`config.mk`:
```
export PLATFORM = sky130hd
export DESIGN_NAME = sync_fifo_flags_flat
export DESIGN_NICKNAME = d
export VERILOG_FILES = /design/src/rtl/sync_fifo_flags_if.sv /design/src/rtl/sync_fifo_flags.sv /design/src/flat_wrapper.sv
export SDC_FILE = /design/constraint.sdc
export NUM_CORES = 1
export LEC_CHECK = 0
export BUFFER_PORTS_ARGS = -buffer_cell sky130_fd_sc_hd__buf_2
export CAP_MARGIN = 20
export CORE_ASPECT_RATIO = 0.5
export CORE_MARGIN = 10
export CORE_UTILIZATION = 55
export DETAILED_ROUTE_END_ITERATION = 8
export GPL_TIMING_DRIVEN = 0
export HOLD_SLACK_MARGIN = 0.15
export PLACE_DENSITY = 0.72
export SYNTH_ARGS = -nofsm -noshare
export SYNTH_HDL_FRONTEND = slang
export SYNTH_SLANG_ARGS = --single-unit
```
`constraint.sdc`:
```
create_clock -name clk -period 6 [get_ports clk]
set_input_delay 1.2 -clock clk [delete_from_list [all_inputs] [get_ports clk]]
set_output_delay 1.2 -clock clk [all_outputs]
set_load 0.02 [all_outputs]
```
`src/rtl/sync_fifo_flags_if.sv`:
```
// Bundle of the FIFO write/read request signals and status flags.
// The master drives requests; the slave (the FIFO) answers with data and flags.
interface sync_fifo_flags_if #(
    parameter int DATA_WIDTH = 8,
    parameter int ADDR_WIDTH = 3
);
    // Handshake: a write is taken on a rising edge when wr_en=1 and full=0;
    // a read is taken when rd_en=1 and empty=0. rd_valid qualifies rd_data.
    // Requests against full/empty are dropped and flagged.
    logic                  wr_en;
    logic [DATA_WIDTH-1:0] wr_data;
    logic                  rd_en;
    logic [DATA_WIDTH-1:0] rd_data;
    logic                  rd_valid;
    logic                  full;
    logic                  empty;
    logic                  almost_full;
    logic                  almost_empty;
    logic [ADDR_WIDTH:0]   fifo_cnt;
    logic                  overflow;
    logic                  underflow;

    modport master (
        output wr_en, wr_data, rd_en,
        input  rd_data, rd_valid, full, empty, almost_full, almost_empty,
               fifo_cnt, overflow, underflow
    );

    modport slave (
        input  wr_en, wr_data, rd_en,
        output rd_data, rd_valid, full, empty, almost_full, almost_empty,
               fifo_cnt, overflow, underflow
    );
endinterface

```
`src/rtl/sync_fifo_flags.sv`:
```
// Single-clock FIFO with occupancy counter, threshold flags, error pulses and
// a choice between registered-read and first-word-fall-through output.
module sync_fifo_flags #(
    parameter int DATA_WIDTH = 8,
    parameter int ADDR_WIDTH = 3,
    parameter int AFULL_TH   = 6,
    parameter int AEMPTY_TH  = 1,
    parameter int FWFT       = 0
) (
    input logic              clk,
    input logic              rst_n,
    sync_fifo_flags_if.slave bus
);
    localparam int DEPTH = 1 << ADDR_WIDTH;
    localparam int CW    = ADDR_WIDTH + 1;
    localparam logic [CW-1:0] DEPTH_C  = CW'(DEPTH);
    localparam logic [CW-1:0] AFULL_C  = CW'(AFULL_TH);
    localparam logic [CW-1:0] AEMPTY_C = CW'(AEMPTY_TH);

    logic [DATA_WIDTH-1:0] mem [DEPTH];

    logic [ADDR_WIDTH-1:0] wr_ptr_q, wr_ptr_d;
    logic [ADDR_WIDTH-1:0] rd_ptr_q, rd_ptr_d;
    logic [CW-1:0]         cnt_q, cnt_d;
    logic [DATA_WIDTH-1:0] rd_data_q, rd_data_d;
    logic                  rd_valid_q, rd_valid_d;
    logic                  overflow_q, overflow_d;
    logic                  underflow_q, underflow_d;

    logic full, empty, wr_acc, rd_acc;

    // Flags come only from the registered count, so requests never loop back.
    assign full   = (cnt_q == DEPTH_C);
    assign empty  = (cnt_q == '0);
    assign wr_acc = bus.wr_en && !full;
    assign rd_acc = bus.rd_en && !empty;

    always_comb begin
        wr_ptr_d    = wr_ptr_q;
        rd_ptr_d    = rd_ptr_q;
        cnt_d       = cnt_q;
        rd_data_d   = rd_data_q;
        rd_valid_d  = 1'b0;
        overflow_d  = bus.wr_en && full;
        underflow_d = bus.rd_en && empty;
        if (wr_acc) begin
            wr_ptr_d = wr_ptr_q + ADDR_WIDTH'(1);
        end
        if (rd_acc) begin
            rd_ptr_d   = rd_ptr_q + ADDR_WIDTH'(1);
            rd_data_d  = mem[rd_ptr_q];
            rd_valid_d = 1'b1;
        end
        case ({wr_acc, rd_acc})
            2'b10:   cnt_d = cnt_q + CW'(1);
            2'b01:   cnt_d = cnt_q - CW'(1);
            default: cnt_d = cnt_q;
        endcase
    end

    always_ff @(posedge clk or negedge rst_n) begin
        if (!rst_n) begin
            wr_ptr_q    <= '0;
            rd_ptr_q    <= '0;
            cnt_q       <= '0;
            rd_data_q   <= '0;
            rd_valid_q  <= 1'b0;
            overflow_q  <= 1'b0;
            underflow_q <= 1'b0;
        end else begin
            wr_ptr_q    <= wr_ptr_d;
            rd_ptr_q    <= rd_ptr_d;
            cnt_q       <= cnt_d;
            rd_data_q   <= rd_data_d;
            rd_valid_q  <= rd_valid_d;
            overflow_q  <= overflow_d;
            underflow_q <= underflow_d;
        end
    end

    // Storage is left unreset; pointers and count define which words are live.
    always_ff @(posedge clk) begin
        if (wr_acc) begin
            mem[wr_ptr_q] <= bus.wr_data;
        end
    end

    assign bus.rd_data      = (FWFT != 0) ? mem[rd_ptr_q] : rd_data_q;
    assign bus.rd_valid     = (FWFT != 0) ? !empty : rd_valid_q;
    assign bus.full         = full;
    assign bus.empty        = empty;
    assign bus.almost_full  = (cnt_q >= AFULL_C);
    assign bus.almost_empty = (cnt_q <= AEMPTY_C);
    assign bus.fifo_cnt     = cnt_q;
    assign bus.overflow     = overflow_q;
    assign bus.underflow    = underflow_q;
endmodule

```
`src/flat_wrapper.sv`:
```
// flat-port wrapper written by rule: the top's interface ports become plain ports
module sync_fifo_flags_flat 
#(
    parameter int DATA_WIDTH = 8,
    parameter int ADDR_WIDTH = 3,
    parameter int AFULL_TH   = 6,
    parameter int AEMPTY_TH  = 1,
    parameter int FWFT       = 0
)
  (clk, rst_n, bus_wr_en, bus_wr_data, bus_rd_en, bus_rd_data, bus_rd_valid, bus_full, bus_empty, bus_almost_full, bus_almost_empty, bus_fifo_cnt, bus_overflow, bus_underflow);
  sync_fifo_flags_if #(.DATA_WIDTH(DATA_WIDTH), .ADDR_WIDTH(ADDR_WIDTH)) bus_i ();
  input logic clk;
  input logic rst_n;
  input wire logic [$bits(bus_i.wr_en)-1:0] bus_wr_en;
  input wire logic [$bits(bus_i.wr_data)-1:0] bus_wr_data;
  input wire logic [$bits(bus_i.rd_en)-1:0] bus_rd_en;
  output wire logic [$bits(bus_i.rd_data)-1:0] bus_rd_data;
  output wire logic [$bits(bus_i.rd_valid)-1:0] bus_rd_valid;
  output wire logic [$bits(bus_i.full)-1:0] bus_full;
  output wire logic [$bits(bus_i.empty)-1:0] bus_empty;
  output wire logic [$bits(bus_i.almost_full)-1:0] bus_almost_full;
  output wire logic [$bits(bus_i.almost_empty)-1:0] bus_almost_empty;
  output wire logic [$bits(bus_i.fifo_cnt)-1:0] bus_fifo_cnt;
  output wire logic [$bits(bus_i.overflow)-1:0] bus_overflow;
  output wire logic [$bits(bus_i.underflow)-1:0] bus_underflow;
  assign bus_i.wr_en = bus_wr_en;
  assign bus_i.wr_data = bus_wr_data;
  assign bus_i.rd_en = bus_rd_en;
  assign bus_rd_data = bus_i.rd_data;
  assign bus_rd_valid = bus_i.rd_valid;
  assign bus_full = bus_i.full;
  assign bus_empty = bus_i.empty;
  assign bus_almost_full = bus_i.almost_full;
  assign bus_almost_empty = bus_i.almost_empty;
  assign bus_fifo_cnt = bus_i.fifo_cnt;
  assign bus_overflow = bus_i.overflow;
  assign bus_underflow = bus_i.underflow;
  sync_fifo_flags #(.DATA_WIDTH(DATA_WIDTH), .ADDR_WIDTH(ADDR_WIDTH), .AFULL_TH(AFULL_TH), .AEMPTY_TH(AEMPTY_TH), .FWFT(FWFT)) u_core (.clk(clk), .rst_n(rst_n), .bus(bus_i));
endmodule
```
# == After elaboration in Yosys (flattened, before gate mapping) ==
# Memory sizes are Yosys's and may differ from the RTL's. A register that Yosys moved wholly into a read port is not among the register bits.
# Index checks and enable logic that the tools add are counted.
# classes
mux,4
div_mod_pow,0
order_cmp,2
bitwise,0
eq_ne,3
n_mul,0
reduce_logical,9
shifts,0
n_addsub,4
# op_table
op,n
case mux 4 bit (2 select lines),1
adder 3 x 1 -> 3 bit (second input constant),2
adder 4 x 1 -> 4 bit (second input constant),1
== test 4 bit (second input constant),1
>= comparator 4 x 3 -> 1 bit (second input constant),1
less-or-equal comparator 4 x 1 -> 1 bit (second input constant),1
logical AND 1 bit,4
logical NOT 4 bit,1
subtractor 4 x 1 -> 4 bit (second input constant),1
logical NOT 1 bit,3
2-to-1 mux 1 bit,3
== test 2 x 1 -> 1 bit (second input constant),1
== test 2 bit (second input constant),1
nonzero test 2 bit,1
# totals
ramBits,64
out_inout_bits,19
latchBits,0
word_cells,29
rom_bits,0
input_bits,12
regBits,13
n_memories,1
# memory_table
memory,words,width,rd,rd_ports_with_merged_regs,wr,line_no,rtl
u_core.mem,8,8,1,1,1,sync_fifo_flags.sv:20,logic [DATA_WIDTH-1:0] mem [DEPTH];

# == Logic depth before layout (Yosys ltp) ==
# Gate-level depths: netlist of the first run.
# logic_depth
word_depth,5
ltp_mapped,10

# == Least setup slack after synthesis of the first run ==
# No wires, ideal clock.
# synth_timing
path_type,register to output
from,"register u_core.cnt_q[0], in the netlist u_core.bus.fifo_cnt[0]"
to,output port bus_empty
stages_incl_launch_ff,5
n_path_buf,1
arrival_ps,1401
required_time_ps,4800
slack_ps,3399
path_cell_list,dfrtp_1 inv_1 ha_1 nor3b_1 clkbuf_1
# synth_via
elab_chain_cells,1
# synth_lines
item,line_no,rtl
start: declaration,sync_fifo_flags.sv:24,"logic [CW-1:0] cnt_q, cnt_d;"
start signal: assignment,sync_fifo_flags.sv:73,cnt_q <= cnt_d;
logical NOT 4 bit,sync_fifo_flags.sv:34,assign empty = (cnt_q == '0);
end: declaration,flat_wrapper.sv:20,output wire logic [$bits(bus_i.empty)-1:0] bus_empty;
# No other way between the ends.

# == Worst setup path in the final report of the first run ==
# Ends and elaborated chain as after synthesis.

==> results.json, run 1 <==
{
  "critPathLaunchType": "flop",
  "global_route.usage.met1_pct": 18.0,
  "synth.avg_cell_area_um2": 16.1,
  "cellPowerDensity_mw_per_mm2": 521,
  "path_buf_inv": 3,
  "dr.pass1.iters": 4,
  "crit_path_end_kind": "output port",
  "vdd_drop_max_v": 0.000312,
  "ys_ff_latch": 85,
  "antenna-diode-count": 0,
  "cts_tree": "done",
  "worst-slew-pin-transition_ns": 0.799,
  "grt_overflow": 0,
  "area_growth_pct": 17.2,
  "grt_pass1_vias": 1942,
  "multi_input_area_um2": 942,
  "drv_slew": 0,
  "cts_sinks": 85,
  "syn_nets": 234,
  "drtIter0Drc": 159,
  "slowest_stage": "nor3b_1",
  "rsz0062_at_grt": "false",
  "hold_viol": 0,
  "groute.layer.met2.usage_pct": 20.4,
  "cts_resized": 0,
  "wl_per_cell_um": 19.3,
  "cp_slowest_stage_delay_ns": 0.48,
  "utilization_pct": 66.8,
  "path_clk_slew_ns": 0.06,
  "final_layout_size_suffix_gt1_share_pct": 27.0,
  "die_h_um": 76.1,
  "wl_um": 6780,
  "arrival_ns": 2.17,
  "postCtsHoldBufs": 0,
  "timing.final.crit_share_pct": 56.2,
  "netlist_area_mm2": 0.00347,
  "syn_inst": 215,
  "synth_top_area_share_pct": 55.5,
  "die_area_mm2": 0.0101,
  "path_cells": "inv_1 -> ha_1 -> nor3b_1 -> clkbuf_1 -> buf_2",
  "netlist_top_cells_area": "edfxtp_1 (55%), dfrtp_1 (15%), mux2_2 (5.8%)",
  "grt_usage_pct": 13.6,
  "post-route-drc-count": 0,
  "vias": 1905,
  "ys_warn_count": 0,
  "clkLatencyLatePin_ns": 0.33,
  "critPathMaxFanout": 10,
  "fmax_ghz": 0.296,
  "finalCriticalPeriod_ns": 3.37,
  "nNetsFinal": 277,
  "antenna_found_initial": 0,
  "grt_pass1_wl_um": 10400,
  "power_leakage_nw": 1.57,
  "core_mm2": 0.00608,
  "gp_congestion": 0.795,
  "fp.dieW_um": 132,
  "clock-skew-final_ns": 0.00599,
  "cp.required_ns": 4.80,
  "port_buffers": 30,
  "ant_nets": 0,
  "cp_top_family": "buffers and inverters",
  "status": "finished clean",
  "finalSetupTns_ns": 0,
  "clock_path_buffers": 2,
  "routed_via_density": 5.43,
  "cts_root_buffer": "clkbuf_16",
  "grtUsageMet3_pct": 4.21,
  "dpl.hpwl_um": 4690,
  "io_pins": 31,
  "yosys.area.top_type": "edfxtp_1",
  "drv_cap": 0,
  "rows": 20,
  "h-tree-depth": 3,
  "crit_type": "flop to output port",
  "hp-class": "flop to flop",
  "ys_seq_area_share_pct": 70.6,
  "worstReg2RegStart": "u_core.bus.fifo_cnt[0]",
  "crit_start": "u_core.bus.fifo_cnt[0]",
  "grt_busiest_layer": "met2",
  "fill_cells": 450,
  "numCtsBuffers": 9,
  "synth_cell_types": 29,
  "setup_viol": 0,
  "grt_max_degree": 22,
  "maxSlewHeadroom_pct": 46.5,
  "postCtsSetupBuffers": 0,
  "regArea_mm2": 0.00245,
  "hp-start": "u_core.bus.rd_data[0]",
  "start_util_pct": 57.0
}
==> stage by stage <==
stage	hold WS, ns	power [mW]	instances	area (µm²)	worst slack (ns)
finish	0.505	2.12	351	4060	2.63
floorplan	0.486	1.34	215	3470	3.40
detailed placement	0.502	1.55	335	3740	3.01
global placement	0.493	1.53	333	3730	3.05
global route	0.547	2.22	351	4060	2.49
CTS	0.510	2.13	351	4060	2.63
==> synthesized netlist by cell type <==
master,n
buf_2,1
buf_1,2
o22ai_1,8
o31ai_1,8
xnor2_1,6
edfxtp_1,64
clkbuf_1,1
or4b_1,1
nor2_1,9
and2_1,2
nor3_1,3
inv_1,5
nand2_1,4
nand4b_1,1
xor2_1,2
nor3b_1,1
nand3_1,2
buf_6,3
buf_4,1
mux2_2,18
a21oi_2,1
mux2i_1,17
nand3b_1,3
o21ai_0,10
a22o_1,8
dfrtp_1,21
nand2b_1,5
nor2b_1,1
ha_1,7
==> placed cells by master, fill, tap and decap left out, types with 2 or more instances in the layout <==
cell / Yosys / routed
edfxtp_1: 64 / 64
buf_2: 1 / 31
dfrtp_1: 21 / 21
mux2_2: 18 / 18
mux2i_1: 17 / 17
o21ai_0: 10 / 10
clkbuf_16: 0 / 10
nor2_1: 9 / 9
o22ai_1: 8 / 8
a22o_1: 8 / 8
o31ai_1: 8 / 8
ha_1: 7 / 7
xnor2_1: 6 / 6
inv_1: 5 / 5
nand2b_1: 5 / 5
nand2_1: 4 / 4
nand3b_1: 3 / 3
nor3_1: 3 / 3
buf_4: 1 / 3
buf_6: 3 / 3
nand3_1: 2 / 2
and2_1: 2 / 2
clkbuf_1: 1 / 2
buf_1: 2 / 2
xor2_1: 2 / 2
clkinv_2: 0 / 2
clkbuf_8: 0 / 2
==> cells by family (layout without fill, tap and decap cells) <==
logic type	Yosys count	in the layout	share of synthesized area [%]
xor+xnor	8	8	2.02
simple gates	32	32	4.98
buf+inv	13	61	2.20
fa+ha+maj	7	7	2.53
flops	85	85	70.6
compound gates	35	35	6.90
mux	35	35	10.8
==> final cells by class <==
cell class	instances	share of cell area [%]
clock inverter	3	0.986
clock buffer	13	6.93
multi-input combinational	117	23.2
sequential	85	60.2
buffer	8	1.42
timing repair buffer	32	4.07
tap	88	2.71
inverter	5	0.462
==> routing by layer <==
layer,routed length [µm],up-vias
li1,-,908
met1,3270,947
met2,3090,41
met3,330,9
met4,87,0
met5,0,-
==> power breakdown <==
group | switching, mW | total, mW | internal (mW)
sequential | 0.0797 | 0.851 | 0.771
combinational | 0.400 | 0.690 | 0.290
clock | 0.206 | 0.575 | 0.369
total | 0.686 | 2.12 | 1.43
==> tightest hold or removal path: cells and delay by family, from the launching register on <==
family          cells  cell delay (ns)
compound gates      2             0.13
flops               1             0.33
==> flip-flops by register name, summed over array words and instances (netlist names) <==
signal and flops:
u_core.rd_ptr_q 3, u_core.mem 64, u_core.bus.rd_valid 1, u_core.wr_ptr_q 3
u_core.bus.overflow 1, u_core.bus.rd_data 8, u_core.bus.fifo_cnt 4, u_core.bus.underflow 1
==> worst paths after layout <==
| path | to | slack (ns) | cells past startpoint |
|---|---|---|---|
| min | u_core.bus.rd_data[0] | 0.50 | 2 |
| max | bus_empty | 2.63 | 5 |
| min reg2reg | u_core.bus.rd_data[0] | 0.50 | 2 |
| max reg2reg | u_core.bus.fifo_cnt[3] | 3.33 | 10 |
| min in group asynchronous | u_core.bus.fifo_cnt[3] | 0.84 | 1 |
| max in group asynchronous | u_core.wr_ptr_q[0] | 4.82 | 1 |
Note: power is estimated with default switching activity, not from simulation.
==> run 2, diff against run 1 <==
--- a/config.mk
+++ b/config.mk
@@ -9,7 +9,7 @@
 export CAP_MARGIN = 20
 export CORE_ASPECT_RATIO = 0.5
 export CORE_MARGIN = 10
-export CORE_UTILIZATION = 55
+export CORE_UTILIZATION = 53
 export DETAILED_ROUTE_END_ITERATION = 8
 export GPL_TIMING_DRIVEN = 0
 export HOLD_SLACK_MARGIN = 0.15
==> constraint.sdc (replaced) <==
create_clock -name clk -period 2.7 [get_ports clk]
set_input_delay 0.54 -clock clk [delete_from_list [all_inputs] [get_ports clk]]
set_output_delay 0.54 -clock clk [all_outputs]
set_load 0.02 [all_outputs]
==> run 2 against run 1 <==
Against the previous run: final cell count unchanged; combinational power increased by 120%; setup slack got worse by 2.5 ns; clock-buffer cell count decreased by 3; global-route usage about the same; sequential cell count unchanged; clock power increased by 110%; non-clock buffer count unchanged; hold slack got worse by 0.34 ns; die area increased by 3.0%; first-iteration DRC count decreased by 2.5%; largest cell class unchanged; largest power group unchanged.
==> results.json, run 2 (synthesis results as in run 1) <==
{
  "final_layout_size_suffix_gt1_share_pct": 28.5,
  "h-tree-depth": 3,
  "cp_slowest_stage_delay_ns": 0.47,
  "drtIter0Drc": 155,
  "timing.final.crit_share_pct": 94.0,
  "nNetsFinal": 277,
  "path_clk_slew_ns": 0.06,
  "largest_reg_flops": 64,
  "maxSlewHeadroom_pct": 46.6,
  "drv_cap": 0,
  "cp_top_family": "simple AND/OR/NAND/NOR gates",
  "area_growth_pct": 16.9,
  "critPathLaunchType": "flop",
  "crit_type": "flop to flop",
  "port_buffers": 30,
  "grt_overflow": 0,
  "hp-class": "primary input to async pin",
  "cts_resized": 1,
  "hold_viol": 0,
  "worst-slew-pin-transition_ns": 0.798,
  "fill_cells": 480,
  "clkLatencyLatePin_ns": 0.34,
  "start_util_pct": 55.8,
  "finalCriticalPeriod_ns": 2.54,
  "rr_worst_depth": 10,
  "grt_pass1_vias": 1955,
  "core_mm2": 0.00621,
  "dpl.hpwl_um": 4730,
  "wl_um": 6770,
  "wl_per_cell_um": 19.3,
  "fmax_ghz": 0.394,
  "cts_tree": "done",
  "worstReg2RegStart": "u_core.bus.fifo_cnt[0]",
  "io_pins": 31,
  "die_h_um": 77.2,
  "global_route.usage.met1_pct": 18.0,
  "critPathMaxFanout": 10,
  "rows": 20,
  "crit_path_end_kind": "flop",
  "final_cell_mix": "edfxtp_1 (64), buf_2 (31), dfrtp_1 (19)",
  "hold_slack_ns": 0.166,
  "postCtsSetupBuffers": 0,
  "cts_root_buffer": "clkbuf_16",
  "grt_max_degree": 22,
  "path_cells": "inv_1 -> ha_1 -> nor3b_2 -> nand2b_1 -> buf_2 -> inv_1 -> ha_2 -> or4b_1 -> a21oi_2 -> xor2_1",
  "ant_nets": 0,
  "antenna_found_initial": 0,
  "arrival_ns": 2.80,
  "slowest_stage": "or4b_1",
  "postCtsHoldBufs": 0,
  "clock-skew-final_ns": 0.00697,
  "r2r-end": "u_core.bus.fifo_cnt[3]",
  "finalSetupTns_ns": 0,
  "cellPowerDensity_mw_per_mm2": 1140,
  "vias": 1906,
  "layout_commonest_cell": "edfxtp_1",
  "cp.required_ns": 2.96,
  "power_leakage_nw": 1.55,
  "largest-register": "u_core.mem",
  "drv_slew": 0,
  "grt_busiest_layer": "met2",
  "antenna-diode-count": 0,
  "post-route-drc-count": 0,
  "fp.dieW_um": 134,
  "reg2reg_slack_ns": 0.16,
  "cp_common_cell": "inv_1",
  "rsz0062_at_grt": "false",
  "vdd_drop_max_v": 0.000602,
  "groute.layer.met2.usage_pct": 20.1,
  "cts_sinks": 85,
  "status": "finished clean",
  "clock_path_buffers": 2,
  "die_area_mm2": 0.0104,
  "dr.pass1.iters": 4,
  "setup_viol": 0,
  "grt_pass1_wl_um": 10700,
  "grt_usage_pct": 13.6,
  "grtUsageMet3_pct": 4.29,
  "gp_congestion": 0.778,
  "routed_via_density": 5.43,
  "numCtsBuffers": 9,
  "path_buf_inv": 3
}
[run 2: cell count changes in the layout (fill, tap and decap cells not counted)]
| cell | change |
|---|---|
| inv_6 | +1 |
| nor3b_1 | -1 |
| ha_2 | +1 |
| dfrtp_1 | -2 |
| clkbuf_8 | -2 |
| nor3b_2 | +1 |
| clkbuf_16 | -1 |
| ha_1 | -1 |
| clkinvlp_4 | +1 |
| dfrtp_2 | +2 |
| clkinv_4 | +3 |
| clkinv_2 | -2 |
[run 2: how the worst max path moves through the flow]
stage / startpoint / to / slack, ns / depth (start not counted)
after CTS: u_core.bus.fifo_cnt[0] / u_core.bus.fifo_cnt[3] / 0.04 / 10
after detailed placement: u_core.bus.fifo_cnt[0] / u_core.bus.fifo_cnt[3] / 0.06 / 10
after global routing: u_core.bus.fifo_cnt[0] / u_core.bus.fifo_cnt[3] / 0.01 / 10
after floorplan: u_core.bus.fifo_cnt[0] / u_core.bus.fifo_cnt[3] / 0.25 / 10
final: u_core.bus.fifo_cnt[0] / u_core.bus.fifo_cnt[3] / 0.16 / 10
after global placement: u_core.bus.fifo_cnt[0] / u_core.mem[1][2] / 0.12 / 5
[run 2: worst register-to-register path, delay by kind of cell, from the launching register on]
kind	cells	cell delay (ns)
xor+xnor	1	0.14
fa+ha+maj	2	0.48
compound gates	1	0.17
flops	1	0.43
buf+inv	3	0.41
simple gates	3	0.84
[run 2: cell type report]
type / count / area, µm² / area share [%]
inverter: 5 / 18.8 / 0.463
buffer: 8 / 57.6 / 1.42
clock inverter: 6 / 72.6 / 1.79
timing repair buffer: 32 / 165 / 4.08
multi-input combinational: 117 / 950 / 23.4
sequential: 85 / 2450 / 60.5
clock buffer: 10 / 229 / 5.65
tap: 88 / 110 / 2.72
[run 2: per-stage QoR]
stage                     area, µm²  utilization [%]  setup WS (ns)  total power [mW]  instances
after global placement         3730             60.0          0.119              3.39        333
after CTS                      4050             65.2         0.0400              4.68        351
after floorplan                3470                -          0.253              2.98        215
after global routing           4050             65.3        0.00987              4.89        351
final                          4050             65.3          0.161              4.64        351
after detailed placement       3740             60.3         0.0649              3.46        335
[run 2: where the power goes]
group	switching (mW)	total, mW	internal (mW)
clock network	0.488	1.21	0.724
registers	0.185	1.90	1.72
logic	0.876	1.52	0.649
total	1.55	4.64	3.09
[run 2: routing by layer]
metal | up-vias | routed length, µm
li1 | 904 | -
met1 | 958 | 3200
met2 | 36 | 3060
met3 | 8 | 436
met4 | 0 | 76
met5 | - | 0
